## src/rtl/serial_minuend_restorer.sv

```systemverilog
// Bit-serial minuend restorer: rebuilds X = D + Y + Bin one bit per clock, LSB first.
// The final carry equals the borrow-out of the subtraction that produced D.
module serial_minuend_restorer #(
  parameter int WIDTH = 5
) (
  input  logic             clk,
  input  logic             rst_n,
  input  logic             start,
  input  logic [WIDTH-1:0] diff,
  input  logic [WIDTH-1:0] subtrahend,
  input  logic             borrow_in,
  output logic [WIDTH-1:0] minuend,
  output logic             carry_out,
  output logic             busy,
  output logic             done
);

  localparam int CNT_W = $clog2(WIDTH + 1);
  localparam logic [CNT_W-1:0] CNT_LAST = CNT_W'(WIDTH - 1);

  typedef enum logic [1:0] {
    IDLE  = 2'd0,
    SHIFT = 2'd1,
    DONE  = 2'd2
  } state_t;

  state_t           state;
  logic [WIDTH-1:0] a_sr;
  logic [WIDTH-1:0] b_sr;
  logic [WIDTH-1:0] r_sr;
  logic             c;
  logic [CNT_W-1:0] cnt;

  function automatic logic fa_sum(input logic a, input logic b, input logic ci);
    return a ^ b ^ ci;
  endfunction

  function automatic logic fa_carry(input logic a, input logic b, input logic ci);
    return (a & b) | (a & ci) | (b & ci);
  endfunction

  logic             s_bit;
  logic             c_next;
  logic [WIDTH-1:0] r_next;

  assign s_bit  = fa_sum(a_sr[0], b_sr[0], c);
  assign c_next = fa_carry(a_sr[0], b_sr[0], c);
  assign r_next = {s_bit, r_sr[WIDTH-1:1]};

  always_ff @(posedge clk or negedge rst_n) begin
    if (!rst_n) begin
      state     <= IDLE;
      a_sr      <= '0;
      b_sr      <= '0;
      r_sr      <= '0;
      c         <= 1'b0;
      cnt       <= '0;
      minuend   <= '0;
      carry_out <= 1'b0;
      busy      <= 1'b0;
      done      <= 1'b0;
    end else begin
      unique case (state)
        IDLE: begin
          if (start) begin
            a_sr  <= diff;
            b_sr  <= subtrahend;
            c     <= borrow_in;
            r_sr  <= '0;
            cnt   <= '0;
            busy  <= 1'b1;
            state <= SHIFT;
          end
        end
        SHIFT: begin
          a_sr <= a_sr >> 1;
          b_sr <= b_sr >> 1;
          r_sr <= r_next;
          c    <= c_next;
          cnt  <= cnt + 1'b1;
          // Outputs update only here, so partial sums never reach minuend.
          if (cnt == CNT_LAST) begin
            minuend   <= r_next;
            carry_out <= c_next;
            done      <= 1'b1;
            state     <= DONE;
          end
        end
        DONE: begin
          done  <= 1'b0;
          busy  <= 1'b0;
          state <= IDLE;
        end
        default: begin
          done  <= 1'b0;
          busy  <= 1'b0;
          state <= IDLE;
        end
      endcase
    end
  end

endmodule

```

## config.mk

```make
export PLATFORM = sky130hd
export DESIGN_NAME = serial_minuend_restorer
export DESIGN_NICKNAME = d
export VERILOG_FILES = /design/src/rtl/serial_minuend_restorer.sv
export SDC_FILE = /design/constraint.sdc
export NUM_CORES = 1
export LEC_CHECK = 0
export CAP_MARGIN = 20
export CORE_MARGIN = 4
export CORE_UTILIZATION = 45
export DETAILED_ROUTE_END_ITERATION = 10
export PLACE_DENSITY = 0.7
export SLEW_MARGIN = 20
export SYNTH_ARGS = -nofsm -noshare
export SYNTH_HDL_FRONTEND = slang
export SYNTH_SLANG_ARGS = --single-unit
```

## constraint.sdc

```tcl
create_clock -name clk -period 2.3 [get_ports clk]
set_input_delay 0.345 -clock clk [delete_from_list [all_inputs] [get_ports clk]]
set_output_delay 0.345 -clock clk [all_outputs]
set_load 0.05 [all_outputs]
```

==> summary.txt <==
DIE WIDTH -> 59.9 um
vias in the first global route -> 858
Critical Path Max Stage Delay -> 0.80 ns
RSZ-0062 raised after global routing -> false
NumNets Final -> 142
crit path time final -> 1.85 ns
Port-buffer cells -> 21
DR pass1 iterations -> 4
Cells after DPL -> 150
Worst-Margin Slew -> 0.496 ns
power per cell area -> 1500 nW/um^2
Hold Vio Cnt, Final -> 0
First DRT Iteration DRCs -> 21
Relative slew margins -> 0.668
Synth Area per Inst -> 11.9 um^2
register area share after synthesis -> 0.578
vias per cell -> 5.58
synthesized cell area -> 1210 um^2
cell taking the most area after synthesis -> dfrtp_1
critical path startpoint category -> flip-flop
antenna violations before repair -> 0
Synth Register Bits -> 28
hpwl dp -> 1660 um
Peak Freq -> 541 MHz
critical path's top delay family -> buffers and inverters
Gate Count Post-Synth -> 102
Layout area overhead -> 23.7%
HP Class -> in2async
Final setup violation count -> 0
first-pass GRT wire length -> 4060 um
Area contributors post-synth -> dfrtp_1 58%, o22ai_1 6.7%, mux2_2 5.6%, a21oi_1 2.9%, a22o_1 2.9%
Cell variety after synth -> 23
largest net degree at the start of global routing -> 29
Root Driver -> clkbuf_4
cell area after layout -> 1500 um^2
share of cells above drive strength 1 -> 0.129
insertion delay to the later sink of the worst-skew pair -> 0.33 ns
detail-routed net length per standard cell -> 14.8 um
CP required -> 1.96 ns
number of flops mapped to enable cells by yosys -> 0
Max FO, Critical Path -> 2
status -> finished, final reports clean
area share of the largest cell type after synthesis -> 0.578
DP Area -> 1450 um^2
total track usage -> 0.151
initial core utilization -> 0.481
htree depth -> 1
Main synth FF type -> dfrtp_1
Overall Power -> 0.00225 W
GRT Residual Overflow -> 0
number of nets with antenna violations after routing -> 0
most common cell after layout, fill and taps aside -> dfrtp_1
site row count -> 18
Die Y -> 59.9 um
Ports -> 22
DIE AREA -> 3590 um^2
Crit Path Class -> reg2out
Worst-path clk slew -> 0.16 ns
Synthesized Nets -> 119
DRC viols -> 0
Synth warnings -> 0
vias -> 859
Clock Tree Buf Depth -> 2
Post-CTS Setup Bufs -> 0
Routed WL -> 2290 um
CTS Sinks -> 28
maxcap violations -> 0
fin. max-slew vios -> 0
Clock Skews -> 0.0142 ns
Cell Count, Final, Fillers Out -> 154
WP buf/inv -> 1
final RePlAce weighted congestion -> 0.820
LEAKAGE -> 0.651 nW
CP max-delay cell -> clkdlybuf4s50_1
core footprint -> 2520 um^2
Setup TNS -> 0 ns
Async S/R FF share, synth -> 1.00
Critical Path AT -> 1.50 ns
CTS Buf Count -> 3
diode count -> 0
CTS resizes -> 0
most frequent cells in the layout -> 28 x dfrtp_1, 21 x clkdlybuf4s50_1, 13 x o22ai_1, 7 x a21oi_1
Tcrit/Tclk final -> 0.804
CP Capture Type -> output pin
hold-fix buffers at CTS -> 0
crit path cell chain -> clkdlybuf4s50_1
Max VDD drop -> 0.854 mV
TritonCTS clock tree -> built
post-layout util -> 0.595
path summary, 6_finish.rpt:
check	start	end	slack [ns]	cells past startpoint
min	rst_n	r_sr[2]	0.36	2
max	minuend[2]	minuend[2]	0.45	1
min reg2reg	r_sr[1]	r_sr[1]	0.52	1
max reg2reg	state[0]	minuend[0]	0.90	3
min in group clk	r_sr[1]	r_sr[1]	0.52	1
max in group asynchronous	rst_n	a_sr[1]	1.66	2
metal layers:
metal  vias up  wire [um]  track usage
met5         -          0            0
met4         0         19       0.0475
met3         2         99       0.0259
met2        16       1100        0.245
met1       423       1060        0.205
li1        418          -            -
state kept, by name, indices dropped and copies added (netlist names):
name and flops:
state 2, cnt 3, minuend 5, r_sr 4
c 1, b_sr 5, done 1, busy 1
a_sr 5, carry_out 1
kinds of logic after synthesis:
kind of cell / synth area share
compound gates: 0.201
flops: 0.578
simple gates: 0.0867
buf+inv: 0.0413
mux: 0.0557
fa+ha+maj: 0.0371
per-stage QoR:
step	hold slack, ns	setup slack (ns)
6_report	0.365	0.450
5_1_grt	0.370	0.372
3_3_place_gp	0.479	0.631
2_1_floorplan	0.0494	1.05
4_1_cts	0.371	0.434
3_5_place_dp	0.487	0.554
cell type report:
cell class / count / area [um^2]
fill: 225 / 1020
sequential: 28 / 701
multi-input combinational: 63 / 462
timing repair buffer: 23 / 225
tap: 30 / 37.5
clock inverter: 1 / 30.0
clock buffer: 3 / 22.5
inverter: 6 / 22.5
power by group:
group / leakage, nW / total [W] / internal, W / switching [W]
sequential: 0.342 / 0.000901 / 0.000717 / 0.000185
clock: 0.0279 / 0.000323 / 0.000176 / 0.000147
combinational: 0.281 / 0.00103 / 0.000452 / 0.000574
Yosys cell counts, drive strengths merged (3+ instances only):
library cell / number
a21oi: 7
nand3b: 3
a22o: 4
buf: 5
inv: 6
nand2: 5
dfrtp: 28
mux2: 6
o22ai: 13
nor2: 4
o21ai: 4
nand2b: 3
Note: power is estimated with default switching activity, not from simulation.
